## src/rtl/sw_pkg.sv

```systemverilog
// Switch-wide defaults shared by the ingress, port FIFO and output stages.
package sw_pkg;

    localparam int W_WIDTH = 8;
    localparam int DEPTH   = 16;

    // Occupancy counter width: must hold 0..depth inclusive.
    function automatic int level_width(input int depth);
        return $clog2(depth) + 1;
    endfunction

    localparam int LEVEL_W = level_width(DEPTH);

    // Accepted operations in one cycle, encoded as {write, read}.
    typedef enum logic [1:0] {
        OP_NONE = 2'b00,
        OP_RD   = 2'b01,
        OP_WR   = 2'b10,
        OP_BOTH = 2'b11
    } fifo_op_t;

endpackage

```

## src/rtl/sw_port_fifo_if.sv

```systemverilog
// Write/read/status bundle between a per-port FIFO and its ingress/output users.
interface sw_port_fifo_if #(
    parameter int W_WIDTH = sw_pkg::W_WIDTH,
    parameter int DEPTH   = sw_pkg::DEPTH
);
    localparam int LW = sw_pkg::level_width(DEPTH);

    logic               wr_en;
    logic [W_WIDTH-1:0] wr_data;
    logic               rd_en;
    logic               err_clr;
    logic [W_WIDTH-1:0] fifo_data;
    logic               port_empty;
    logic               full;
    logic               almost_full;
    logic [LW-1:0]      level;
    logic               ovf;
    logic               udf;

    modport master (
        output wr_en, wr_data, rd_en, err_clr,
        input  fifo_data, port_empty, full, almost_full, level, ovf, udf
    );

    modport slave (
        input  wr_en, wr_data, rd_en, err_clr,
        output fifo_data, port_empty, full, almost_full, level, ovf, udf
    );

endinterface

```

## src/rtl/sw_fifo_mem.sv

```systemverilog
// Dual-port register array: synchronous write port, registered synchronous read port.
module sw_fifo_mem #(
    parameter int W_WIDTH = sw_pkg::W_WIDTH,
    parameter int DEPTH   = sw_pkg::DEPTH,
    localparam int AW     = $clog2(DEPTH)
) (
    input  logic               clk,
    input  logic               rst,
    input  logic               wr_en,
    input  logic [AW-1:0]      wr_addr,
    input  logic [W_WIDTH-1:0] wr_data,
    input  logic               rd_en,
    input  logic [AW-1:0]      rd_addr,
    output logic [W_WIDTH-1:0] rd_data
);

    logic [W_WIDTH-1:0] mem [DEPTH];

    // NOTE: the array has no reset so it maps onto plain storage; only the read register is cleared.
    always_ff @(posedge clk) begin
        if (wr_en) mem[wr_addr] <= wr_data;
    end

    // NOTE: non-blocking assignments make a same-edge write and read of one slot return the old word.
    always_ff @(posedge clk or posedge rst) begin
        if (rst)        rd_data <= '0;
        else if (rd_en) rd_data <= mem[rd_addr];
    end

endmodule

```

## src/rtl/sw_port_fifo.sv

```systemverilog
// Per-output-port packet buffer: pointers, occupancy counter, back-pressure and sticky error flags.
module sw_port_fifo
    import sw_pkg::*;
#(
    parameter int W_WIDTH   = sw_pkg::W_WIDTH,
    parameter int DEPTH     = sw_pkg::DEPTH,
    parameter int AF_THRESH = DEPTH - 2
) (
    input  logic          clk,
    input  logic          rst,
    sw_port_fifo_if.slave bus
);

    localparam int AW = $clog2(DEPTH);
    localparam int LW = level_width(DEPTH);

    logic [AW-1:0] wr_ptr;
    logic [AW-1:0] rd_ptr;
    logic [LW-1:0] level_q;
    logic          ovf_q;
    logic          udf_q;

    logic          empty_s;
    logic          full_s;
    logic          wr_acc;
    logic          rd_acc;
    logic          wr_rej;
    logic          rd_rej;
    fifo_op_t      op;

    // Status is decoded from the registered counter only, so no input reaches an output combinationally.
    assign empty_s = (level_q == '0);
    assign full_s  = (level_q == LW'(DEPTH));

    assign bus.port_empty  = empty_s;
    assign bus.full        = full_s;
    assign bus.almost_full = (level_q >= LW'(AF_THRESH));
    assign bus.level       = level_q;
    assign bus.ovf         = ovf_q;
    assign bus.udf         = udf_q;

    // NOTE: every always_comb output gets a default first so no latch can be inferred.
    always_comb begin
        wr_acc = 1'b0;
        rd_acc = 1'b0;
        wr_rej = 1'b0;
        rd_rej = 1'b0;
        // A full FIFO can still take a write when the same cycle frees a slot.
        if (bus.wr_en) begin
            wr_acc = !full_s || bus.rd_en;
            wr_rej = full_s && !bus.rd_en;
        end
        // No fall-through: a read of an empty FIFO is rejected even alongside a write.
        if (bus.rd_en) begin
            rd_acc = !empty_s;
            rd_rej = empty_s;
        end
        op = fifo_op_t'({wr_acc, rd_acc});
    end

    always_ff @(posedge clk or posedge rst) begin
        if (rst) begin
            wr_ptr  <= '0;
            rd_ptr  <= '0;
            level_q <= '0;
            ovf_q   <= 1'b0;
            udf_q   <= 1'b0;
        end else begin
            if (wr_acc) wr_ptr <= wr_ptr + AW'(1);
            if (rd_acc) rd_ptr <= rd_ptr + AW'(1);

            case (op)
                OP_WR:   level_q <= level_q + LW'(1);
                OP_RD:   level_q <= level_q - LW'(1);
                default: level_q <= level_q;
            endcase

            // A fresh error event outranks a clear arriving in the same cycle.
            if (wr_rej)           ovf_q <= 1'b1;
            else if (bus.err_clr) ovf_q <= 1'b0;

            if (rd_rej)           udf_q <= 1'b1;
            else if (bus.err_clr) udf_q <= 1'b0;
        end
    end

    sw_fifo_mem #(
        .W_WIDTH (W_WIDTH),
        .DEPTH   (DEPTH)
    ) u_mem (
        .clk     (clk),
        .rst     (rst),
        .wr_en   (wr_acc),
        .wr_addr (wr_ptr),
        .wr_data (bus.wr_data),
        .rd_en   (rd_acc),
        .rd_addr (rd_ptr),
        .rd_data (bus.fifo_data)
    );

endmodule

```

## src/flat_wrapper.sv

```systemverilog
// flat-port wrapper written by rule: the top's interface ports become plain ports
module sw_port_fifo_flat import sw_pkg::*;
#(
    parameter int W_WIDTH   = sw_pkg::W_WIDTH,
    parameter int DEPTH     = sw_pkg::DEPTH,
    parameter int AF_THRESH = DEPTH - 2
)
  (clk, rst, bus_wr_en, bus_wr_data, bus_rd_en, bus_err_clr, bus_fifo_data, bus_port_empty, bus_full, bus_almost_full, bus_level, bus_ovf, bus_udf);
  sw_port_fifo_if #(.W_WIDTH(W_WIDTH), .DEPTH(DEPTH)) bus_i ();
  input  logic clk;
  input  logic rst;
  input wire logic [$bits(bus_i.wr_en)-1:0] bus_wr_en;
  input wire logic [$bits(bus_i.wr_data)-1:0] bus_wr_data;
  input wire logic [$bits(bus_i.rd_en)-1:0] bus_rd_en;
  input wire logic [$bits(bus_i.err_clr)-1:0] bus_err_clr;
  output wire logic [$bits(bus_i.fifo_data)-1:0] bus_fifo_data;
  output wire logic [$bits(bus_i.port_empty)-1:0] bus_port_empty;
  output wire logic [$bits(bus_i.full)-1:0] bus_full;
  output wire logic [$bits(bus_i.almost_full)-1:0] bus_almost_full;
  output wire logic [$bits(bus_i.level)-1:0] bus_level;
  output wire logic [$bits(bus_i.ovf)-1:0] bus_ovf;
  output wire logic [$bits(bus_i.udf)-1:0] bus_udf;
  assign bus_i.wr_en = bus_wr_en;
  assign bus_i.wr_data = bus_wr_data;
  assign bus_i.rd_en = bus_rd_en;
  assign bus_i.err_clr = bus_err_clr;
  assign bus_fifo_data = bus_i.fifo_data;
  assign bus_port_empty = bus_i.port_empty;
  assign bus_full = bus_i.full;
  assign bus_almost_full = bus_i.almost_full;
  assign bus_level = bus_i.level;
  assign bus_ovf = bus_i.ovf;
  assign bus_udf = bus_i.udf;
  sw_port_fifo #(.W_WIDTH(W_WIDTH), .DEPTH(DEPTH), .AF_THRESH(AF_THRESH)) u_core (.clk(clk), .rst(rst), .bus(bus_i));
endmodule
```

## config.mk

```make
export PLATFORM = sky130hd
export DESIGN_NAME = sw_port_fifo_flat
export DESIGN_NICKNAME = d
export VERILOG_FILES = /design/src/rtl/sw_pkg.sv /design/src/rtl/sw_port_fifo_if.sv /design/src/rtl/sw_fifo_mem.sv /design/src/rtl/sw_port_fifo.sv /design/src/flat_wrapper.sv
export SDC_FILE = /design/constraint.sdc
export NUM_CORES = 1
export LEC_CHECK = 0
export BUFFER_PORTS_ARGS = -buffer_cell sky130_fd_sc_hd__buf_2
export CORE_MARGIN = 1
export CORE_UTILIZATION = 52
export CTS_BUF_LIST = sky130_fd_sc_hd__clkbuf_8 sky130_fd_sc_hd__clkbuf_16
export DETAILED_ROUTE_END_ITERATION = 8
export PLACE_DENSITY = 0.69
export SYNTH_ARGS = -nofsm -noshare
export SYNTH_HDL_FRONTEND = slang
export SYNTH_SLANG_ARGS = --single-unit
```

## constraint.sdc

```tcl
create_clock -name clk -period 3.7 [get_ports clk]
set_input_delay 0.37 -clock clk [delete_from_list [all_inputs] [get_ports clk]]
set_output_delay 0.37 -clock clk [all_outputs]
set_load 0.1 [all_outputs]
```

==> metrics.cfg <==
[run_status]
status=completed

[final_layout]
num-nets-final=385
diodes=0
design_area_um2=6990
area_delta_synth_final_pct=14.7
drive_gt1_share_pct=28.9
multiInputGateArea_um2=1520
fillers=812
postLayoutCoreUtil_pct=61.2
instances_no_fill=520
regArea_um2=4420

[routing]
vias=3094
drcViolationCount=0
wl_per_cell_um=22.4
vias_per_cell=5.95
final_antenna_net_count=0
detail_route.first_pass.iterations=5
wl_um=11700
drt_iter0_markers=338

[setup_path]
critPathMaxFanout=11
end_kind=register
r2r_setup_slack_ns=0.65
crit_path_start_kind=register
worst-setup-path-type=register to register
cp_data_required_time_ns=4.00
critPathArrivalTime_ns=3.35

[job]
max_cap_viol_count=0

[clocking]
clk_latency_ns=0.42
numCtsBuffers=17
h-tree-depth=4
clockBufferDepth=2
cts_setup_buffers=0
cts_root_buf=clkbuf_16
post_cts_resized=0
clk_pin_slew_ns=0.06
cts-hold-fix-buffers=0
clock-sinks=151
cts_tree=done

[grt]
grt_pass1_wl_um=17300
grt_use_total_pct=21.4
grt-ovfl-total=0
antenna_found_initial=1
grt_pass1_vias=2951
grt_max_degree=34

[logic_synthesis]
synth_common_cells=edfxtp_1 (128), mux4_2 (32), dfrtp_1 (23), nor2_1 (15), nand2_1 (12)
synth_top_area_share_pct=63.1
yosysMostFrequentCell=edfxtp_1
synth_top_cell_by_area=edfxtp_1
ys_warn_count=0
netlist_area_um2=6090
ys_ff_latch=151
synthTopCellsByArea=edfxtp_1 (63%), mux4_2 (12%), dfrtp_1 (9.4%)
synth_edf_count=128
syn_nets=345
syn-instance-count=324
synth_flop_cell=edfxtp_1
ys_types=38
synthArstFlopShare_pct=15.2
syn_avg_cell_area_um2=18.8
seq_area_frac_synth_pct=72.6

[sta]
rsz0062_at_grt=false
clock-skew-final_ns=0.00656
min_period_over_period_pct=82.4
relSlewSlack_pct=32.4
worst_pin_slew_ns=1.01
finalSetupTns_ns=0
setup_violations=0
period_needed_ns=3.05
fmax_mhz=328
hold_viol=0
slew_violations=0
holdWs_ns=0.164

[floorplanning]
dieArea_um2=12100
start_util_pct=53.3
core_area_um2=11400
die_h_um=110
pin_count=31
num_rows=39
die-width_um=110

[pwr]
powerDensity_nw_per_um2=881
p_comb_share_pct=34.0
vdd_drop_max_mv=1.09
p_leak_nw=2.52
internal-power_w=0.00394
p_clk_share_pct=28.5
p_switching_w=0.00222
pwr-share-seq_pct=37.5
swShare_pct=36.0

[placement]
dp_hpwl_um=7200
placed_cells=488
place_area_um2=6380
gp_congestion=0.711
port_buffers=30

[hold_path]
hold_path_class=primary input to asynchronous set/reset pin

[final cells by class]
type                            instances  share of cell area, %
Clock inverter                         14                   2.36
Tap cell                              143                   2.56
Clock buffer                           18                   6.28
Sequential cell                       151                   63.2
Timing Repair Buffer                   40                   3.22
Multi-Input combinational cell        144                   21.8
Inverter                               10                  0.537
[final timing paths]
kind                                                       end                           startpoint  cells after the start
setup / recovery               u_core.bus.level[4]$_DFFE_PP0P_      u_core.bus.level[2]$_DFFE_PP0P_                     10
hold / removal             u_core.u_mem.rd_data[0]$_DFFE_PP0P_                                  rst                      2
setup reg to reg               u_core.bus.level[4]$_DFFE_PP0P_      u_core.bus.level[2]$_DFFE_PP0P_                     10
hold reg to reg            u_core.u_mem.rd_data[6]$_DFFE_PP0P_  u_core.u_mem.rd_data[6]$_DFFE_PP0P_                      1
max in group asynchronous         u_core.wr_ptr[0]$_DFFE_PP0P_                                  rst                      2
min in group clk                    u_core.bus.ovf$_DFFE_PP0P_                            bus_wr_en                      2
[stage by stage]
stage                     total power (W)  worst slack (ns)
after floorplan                   0.00401             0.337
after global placement            0.00440             0.828
after detailed placement          0.00445             0.717
after CTS                         0.00621             0.703
after global routing              0.00643             0.499
final                             0.00616             0.649
[cell families (layout without fill, tap and decap cells)]
family                   count (synthesis)  in the layout  share of synthesized area, %
AO/OA/AOI/OAI                           35             35                          4.25
AND/OR/NAND/NOR                         46             46                          3.72
buffers and inverters                   29             82                          2.44
XOR/XNOR                                13             13                          1.87
multiplexers                            42             42                          13.5
adder cells (fa/ha/maj)                  8              8                          1.64
flip-flops                             151            151                          72.6
[critical path, stage by stage, from the launching register on]
cell and delay [ns]:
dfrtp_1 0.50, or4_4 0.60, o31a_1 0.41, inv_1 0.13, ha_1 0.34, xor2_1 0.19, ha_1 0.23, inv_1 0.05
a222oi_1 0.25, nor3_1 0.10, xnor2_1 0.13
[sequential cells by signal (all words and copies together) (netlist names)]
register	cells
u_core.bus.ovf	1
u_core.u_mem.mem	128
u_core.wr_ptr	4
u_core.rd_ptr	4
u_core.u_mem.rd_data	8
u_core.bus.level	5
u_core.bus.udf	1
[routing by layer]
metal	share of wire (%)	vias to the layer above	GRT usage (%)
li1	-	1358	-
met3	6.0	26	7.05
met5	0.086	-	0
met2	49	112	33.3
met4	2.4	2	10.4
met1	42	1596	27.2
[cells in the final DEF (no fill, tap or decap), types with 8 or more instances in the layout]
cell and n:
a21o_1 9, xnor2_1 8, mux4_2 32, mux2i_1 8, clkbuf_16 17, ha_1 8, nand2_1 12, buf_4 10
nor2_1 15, buf_2 30, edfxtp_1 128, inv_1 12, dfrtp_1 23
[power groups by stage]
stage / sequential [W] / combinational (W) / clock [W]
global placement: 0.00232 / 0.00208 / 0
CTS: 0.00231 / 0.00211 / 0.00179
global route: 0.00234 / 0.00223 / 0.00185
floorplan: 0.00280 / 0.00121 / 0
detailed placement: 0.00234 / 0.00211 / 0
finish: 0.00231 / 0.00209 / 0.00176
No activity file was read; power rests on OpenSTA's default activity.
